## config.mk

```make
export PLATFORM = sky130hd
export DESIGN_NAME = alu_operand_seq
export DESIGN_NICKNAME = d
export VERILOG_FILES = /design/src/rtl/alu_pkg.sv /design/src/rtl/alu_operand_seq.sv
export SDC_FILE = /design/constraint.sdc
export NUM_CORES = 1
export LEC_CHECK = 0
export BUFFER_PORTS_ARGS = -buffer_cell sky130_fd_sc_hd__buf_2
export CAP_MARGIN = 20
export CORE_MARGIN = 4
export CORE_UTILIZATION = 49
export CTS_BUF_LIST = sky130_fd_sc_hd__clkbuf_16
export DETAILED_ROUTE_END_ITERATION = 16
export HOLD_SLACK_MARGIN = 0.05
export MAX_ROUTING_LAYER = met4
export PLACE_DENSITY = 0.88
export SYNTH_ARGS = -nofsm -noshare
export SYNTH_HDL_FRONTEND = slang
export SYNTH_SLANG_ARGS = --single-unit
export TNS_END_PERCENT = 5
```

## constraint.sdc

```tcl
create_clock -name clk -period 2.7 [get_ports clk]
set_clock_uncertainty 0.2 [all_clocks]
set_input_delay 0.54 -clock clk [delete_from_list [all_inputs] [get_ports clk]]
set_output_delay 0.54 -clock clk [all_outputs]
set_load 0.02 [all_outputs]
```

## src/rtl/alu_pkg.sv

```systemverilog
`default_nettype none
// ============================================================================
//  Module      : alu_pkg
//  Description : Shared definitions for the 4-bit ALU datapath: operation
//                select codes, operand-sequencer state encoding, default
//                widths and a helper that identifies the codes needing the
//                two's complement of operand B.
//  Revision    : 1.0  initial release
// ============================================================================
package alu_pkg;

    // Default widths
    localparam int DEF_WIDTH = 4;   // operand width
    localparam int DEF_OPW   = 3;   // operation select width
    localparam int DEF_CNTW  = 8;   // issued-operation counter width

    // Operation select encoding
    localparam logic [2:0] OP_ADD = 3'b000;
    localparam logic [2:0] OP_SUB = 3'b001;
    localparam logic [2:0] OP_NOT = 3'b010;
    localparam logic [2:0] OP_AND = 3'b011;
    localparam logic [2:0] OP_OR  = 3'b100;
    localparam logic [2:0] OP_XOR = 3'b101;
    localparam logic [2:0] OP_LT  = 3'b110;
    localparam logic [2:0] OP_EQ  = 3'b111;

    // Operand sequencer states
    typedef enum logic [1:0] {
        S_A   = 2'd0,   // capture operand A
        S_B   = 2'd1,   // capture operand B
        S_OP  = 2'd2,   // capture operation select
        S_OUT = 2'd3    // present the completed operation
    } seq_state_t;

    // Codes for which the downstream stage works on -b rather than b
    function automatic logic op_uses_b_neg(input logic [2:0] op);
        return (op == OP_SUB) || (op == OP_LT) || (op == OP_EQ);
    endfunction

endpackage : alu_pkg
`default_nettype wire

```

## src/rtl/alu_operand_seq.sv

```systemverilog
`default_nettype none
// ============================================================================
//  Module      : alu_operand_seq
//  Description : Operand sequencer in front of the complement/ALU stage.
//                Collects operand A, operand B and the operation select over
//                three valid/ready transfers on one shared nibble channel,
//                then holds them on registered outputs until the downstream
//                stage accepts them. Counts accepted operations and pulses
//                op_err when an opcode nibble has non-zero upper bits.
//  Ports       : clk, rst_n (async, active-low), clr (sync abort)
//                in_valid/in_ready/in_data  : nibble input channel
//                a, b, option               : registered operation fields
//                out_valid/out_ready        : operation output handshake
//                op_err                     : rejected-opcode pulse
//                op_cnt                     : consumed-operation counter
//  Revision    : 1.0  initial release
// ============================================================================
module alu_operand_seq
    import alu_pkg::*;
#(
    parameter int WIDTH = DEF_WIDTH,
    parameter int OPW   = DEF_OPW,
    parameter int CNTW  = DEF_CNTW
) (
    input  logic             clk,
    input  logic             rst_n,
    input  logic             clr,
    input  logic             in_valid,
    output logic             in_ready,
    input  logic [WIDTH-1:0] in_data,
    output logic [WIDTH-1:0] a,
    output logic [WIDTH-1:0] b,
    output logic [OPW-1:0]   option,
    output logic             out_valid,
    input  logic             out_ready,
    output logic             op_err,
    output logic [CNTW-1:0]  op_cnt
);

    seq_state_t        r_state;
    seq_state_t        w_next_state;
    logic              r_op_err;
    logic [WIDTH-1:0]  r_a;
    logic [WIDTH-1:0]  r_b;
    logic [OPW-1:0]    r_option;
    logic [CNTW-1:0]   r_op_cnt;

    logic              w_in_xfer;
    logic              w_out_xfer;
    logic              w_op_legal;
    logic              w_cap_a;
    logic              w_cap_b;
    logic              w_cap_op;
    logic              w_op_err_nxt;
    logic              w_cnt_inc;

    // Handshake flags are decodes of registered state only, so no input
    // reaches an output combinationally.
    assign in_ready   = (r_state != S_OUT);
    assign out_valid  = (r_state == S_OUT);
    assign w_in_xfer  = in_valid && in_ready;
    assign w_out_xfer = out_valid && out_ready;

    // An opcode nibble is only legal when the bits above the select field are zero
    assign w_op_legal = (in_data[WIDTH-1:OPW] == '0);

    // ------------------------------------------------------------------
    // Next-state and strobe decode
    // ------------------------------------------------------------------
    always_comb begin
        w_next_state = r_state;
        w_cap_a      = 1'b0;
        w_cap_b      = 1'b0;
        w_cap_op     = 1'b0;
        w_op_err_nxt = 1'b0;
        w_cnt_inc    = 1'b0;

        if (clr) begin
            // Abort wins over every handshake: nothing is captured or counted
            w_next_state = S_A;
        end else begin
            unique case (r_state)
                S_A: begin
                    if (w_in_xfer) begin
                        w_cap_a      = 1'b1;
                        w_next_state = S_B;
                    end
                end
                S_B: begin
                    if (w_in_xfer) begin
                        w_cap_b      = 1'b1;
                        w_next_state = S_OP;
                    end
                end
                S_OP: begin
                    if (w_in_xfer) begin
                        if (w_op_legal) begin
                            w_cap_op     = 1'b1;
                            w_next_state = S_OUT;
                        end else begin
                            // Rejected nibble: remain here and keep the old select
                            w_op_err_nxt = 1'b1;
                        end
                    end
                end
                S_OUT: begin
                    if (w_out_xfer) begin
                        w_cnt_inc    = 1'b1;
                        w_next_state = S_A;
                    end
                end
                default: w_next_state = S_A;
            endcase
        end
    end

    // ------------------------------------------------------------------
    // State register and error pulse
    // ------------------------------------------------------------------
    always_ff @(posedge clk or negedge rst_n) begin
        if (!rst_n) begin
            r_state  <= S_A;
            r_op_err <= 1'b0;
        end else begin
            r_state  <= w_next_state;
            r_op_err <= w_op_err_nxt;
        end
    end

    // ------------------------------------------------------------------
    // Capture registers: hold their value after the operation is consumed
    // ------------------------------------------------------------------
    always_ff @(posedge clk or negedge rst_n) begin
        if (!rst_n) begin
            r_a      <= '0;
            r_b      <= '0;
            r_option <= '0;
        end else begin
            if (w_cap_a)  r_a      <= in_data;
            if (w_cap_b)  r_b      <= in_data;
            if (w_cap_op) r_option <= in_data[OPW-1:0];
        end
    end

    // ------------------------------------------------------------------
    // Consumed-operation counter, wraps modulo 2^CNTW
    // ------------------------------------------------------------------
    always_ff @(posedge clk or negedge rst_n) begin
        if (!rst_n) begin
            r_op_cnt <= '0;
        end else if (w_cnt_inc) begin
            r_op_cnt <= r_op_cnt + CNTW'(1);
        end
    end

    assign a      = r_a;
    assign b      = r_b;
    assign option = r_option;
    assign op_err = r_op_err;
    assign op_cnt = r_op_cnt;

endmodule : alu_operand_seq
`default_nettype wire
```

Yosys cells after proc, flatten, opt, wreduce, memory -nomap -nowiden
Cells that the tools add are included.

Register bits: 22. Output and inout bits: 22. Word-level logic and storage cells: 43.

$add $sub $neg: 1. Equal/unequal tests: 9. Multiplexer cells: 23. Reduce and logical (&&, ||, !) cells: 4.

Operators by type and width (number): $mux 1 (16); $mux 2 (6); $ne 3x3->1 const B (4); $add 8x1->8 const B (1); $pmux 2 s4 (1); $reduce_and 5->1 (1); $eq 2x2->1 const B (2); $ne 3x2->1 const B (1); $eq 2x1->1 const B (1); $logic_and 1x1->1 (2); $logic_not 2->1 (1); $ne 2x2->1 const B (1).

Depth between registers and ports, before layout
Depth after elaboration: 5. Depth in mapped cells: 5. Gate-level depth less buffers: 5.

Worst setup path before layout
No wires, ideal clock.

Kind: flip-flop to flip-flop. Start: register r_state[0]. End: register r_state[0]. Arrival time: 1.779 ns. Data required time: 2.373 ns. Setup slack: 0.593 ns. Cell stages (with the launch flop): 6. Path buffers: 0. Clock period less this slack: 2.107 ns. Cells stage by stage: dfrtp_1 inv_1 ha_1 or3_1 a222oi_1 mux2_1.

Longest elaborated chain between the ends: 4.

RTL lines: from (decl) (line alu_operand_seq.sv:40) `seq_state_t r_state;`; from (signal assigned) (line alu_operand_seq.sv:125) `r_state <= w_next_state;`; $ne 2x2->1 or $eq 2x2->1 (tied branches) (line alu_operand_seq.sv:59, alu_operand_seq.sv:60, alu_operand_seq.sv:82); $logic_and 1x1->1, on equally long branches (line alu_operand_seq.sv:61, alu_operand_seq.sv:62); $ne 3x3->1 (no source line) or $ne 3x2->1 (tied branches); $reduce_and 5->1 (no source line).

Several ways; a longest one is shown, not always the timed one. A chain may end at the register's enable or synchronous reset.

Worst setup path after layout
Ends and elaborated chain as after synthesis.

==> results.ini <==
[timing]
post-route-period-util_pct = 85.8
finalSetupTns_ns = 0
rsz0062_at_grt = no
tightest_slew_ns = 0.532
min_period_ns = 2.32
slew_headroom_pct = 64.5
drv_slew = 0
hold_viol_final = 0
setup_viol = 0
fmax_mhz = 432

[global_routing]
gr-total-overflow = 0
grt_max_degree = 23
grt_pass1_wl_um = 3100
antenna_found_initial = 0
grt_pass1_vias = 665
track_usage_pct = 15.9

[placed_design]
dpl.hpwl_um = 1530
placed_area_um2 = 1210
gp_congestion = 0.754
port_buffers = 30

[drt]
first_pass_iters = 4
drtIter0Drc = 11
top_layer_used = met4
drt-total-wl_um = 2020
routedWlPerCell_um = 14.3
num_vias = 726
final_antenna_net_count = 0
wl_met2_um = 1010
wl_met1_um = 884
wl_met3_um = 67
via_per_inst = 5.15
drcViolationCount = 0

[yosys]
yosysWarnings = 0
ys_ff_latch = 22
synth_cell_types = 21
netlist_instances = 80
syn_area_um2 = 1010
synth_seq_area_share_pct = 54.3
syn_nets = 95
avgSynthCellArea_um2 = 12.7

[finish]
final_cell_mix = 30 x buf_2, 22 x dfrtp_1, 12 x mux2_2
layout.nets = 131
post_route_cells_drive_above_1_share_pct = 42.1
diodes = 0
area_growth_pct = 27.0
final_common_cell = buf_2
final_cell_area_um2 = 1290

[clocking]
cts-buffers-inserted = 3
clkTransAtPathRegs_ns = 0.06
post_cts_buffers = 0
cts_resized = 0
ctsHoldBuffers = 0
clock-root-buffer = clkbuf_16
cts_tree = built
clk_latency_ns = 0.25
htreeDepth = 1
clockBufferDepth = 2
cts.sinks = 22

[worst_setup_path]
path_buf_inv = 1
worstPathArrival_ns = 2.25
crit_chain = inv_1 > ha_1 > or3_1 > a222oi_1 > mux2_1
r2r_end = r_state[0]$_DFFE_PN0P_
timing.rr.start = r_state[0]$_DFFE_PN0P_
reg2regPathDepth = 5
start_kind = flip-flop
cp_slowest_cell = a222oi_1
critPathTopFamily = compound AO/OA/AOI/OAI gates
worstSetupPathType = flip-flop to flip-flop
cp_max_fo = 5
max_stage_delay_ns = 0.51
cp.required_ns = 2.64
critPathCaptureType = flip-flop
reg2reg_slack_ns = 0.38

[power_and_ir_drop]
vdd_drop_max_mv = 0.577
p_total_mw = 1.33
power.density_nw_per_um2 = 1040
p_leak_nw = 0.661

[worst_hold_path]
min-delay-path-class = input pin to async pin

[die]
ios = 31
core_um2 = 1960
dieArea_um2 = 2860
die_y_um = 53.5
dieWidth_um = 53.5
start_util_pct = 51.7
row_count = 16

[flow_run]
drv_cap = 0

[outcome]
status = finished clean

-- state kept, by name (all words and copies together), names as in the netlist --
signal	flops
option	3
a	4
r_state	2
b	4
op_err	1
op_cnt	8
-- area by class of cell --
class / count / area [um2]
well taps: 27 / 33.8
multi-input cells: 49 / 430
fillers: 159 / 673
repair buffers: 33 / 173
inverters: 7 / 26.3
clock buffers: 3 / 75.1
flip-flops and latches: 22 / 551
-- worst max path at each step --
| stage | start | to | slack [ns] | cells past startpoint |
|---|---|---|---|---|
| floorplan | r_state[0]$_DFFE_PN0P_ | r_state[0]$_DFFE_PN0P_ | 0.59 | 5 |
| global placement | r_state[0]$_DFFE_PN0P_ | r_state[0]$_DFFE_PN0P_ | 0.55 | 5 |
| detailed placement | r_state[0]$_DFFE_PN0P_ | r_state[0]$_DFFE_PN0P_ | 0.46 | 5 |
| CTS | r_state[0]$_DFFE_PN0P_ | r_state[0]$_DFFE_PN0P_ | 0.41 | 5 |
| global route | r_state[0]$_DFFE_PN0P_ | r_state[0]$_DFFE_PN0P_ | 0.28 | 5 |
| finish | r_state[0]$_DFFE_PN0P_ | r_state[0]$_DFFE_PN0P_ | 0.38 | 5 |
-- synth_stat cells --
master	count	area share (%)
dfrtp_1	22	54
mux2_2	12	13
inv_1	7	2.6
ha_1	6	7.4
xnor2_1	5	4.3
nand2b_1	3	1.8
nand4_1	3	1.8
nor4_1	3	1.8
clkbuf_1	2	0.74
nand2_1	2	0.74
nand3_1	2	0.99
nor2_1	2	0.74
nor3b_1	2	1.5
xor2_1	2	1.7
a222oi_1	1	0.99
and3b_1	1	0.86
and4_1	1	0.86
mux2_1	1	1.1
mux2i_1	1	0.99
or3_1	1	0.62
or4_1	1	0.74
-- metrics by stage --
stage	utilization, %	cells	setup slack, ns	hold slack [ns]
final	65.7	141	0.383	0.0435
after global routing	65.7	141	0.283	0.0846
after CTS	65.7	141	0.407	0.0577
after detailed placement	61.9	138	0.459	0.276
after global placement	61.9	138	0.545	0.257
after floorplan	-	80	0.593	0.0444
-- logic make-up (layout without fill, tap and decap cells) --
group,after synthesis,in the layout,share of synthesized area [%]
buffers and inverters,9,43,3.33
muxes,14,14,15.4
AOI/OAI and AO/OA,1,1,0.986
adders and majority gates,6,6,7.40
and+or+nand+nor,21,21,12.6
DFF,22,22,54.3
xor gates and xnor gates,7,7,6.04
-- layer usage --
layer  global-route usage, %  vias up
met5                       -        -
met4                    8.94        0
met3                    1.69        5
met2                    24.9       18
met1                    20.0      356
li1                        -      347
-- where the power goes --
| part | switching, mW | internal, mW |
|---|---|---|
| logic | 0.291 | 0.222 |
| registers | 0.0777 | 0.441 |
| clock network | 0.106 | 0.195 |
| total | 0.475 | 0.859 |
Note: power is estimated with default switching activity, not from simulation.
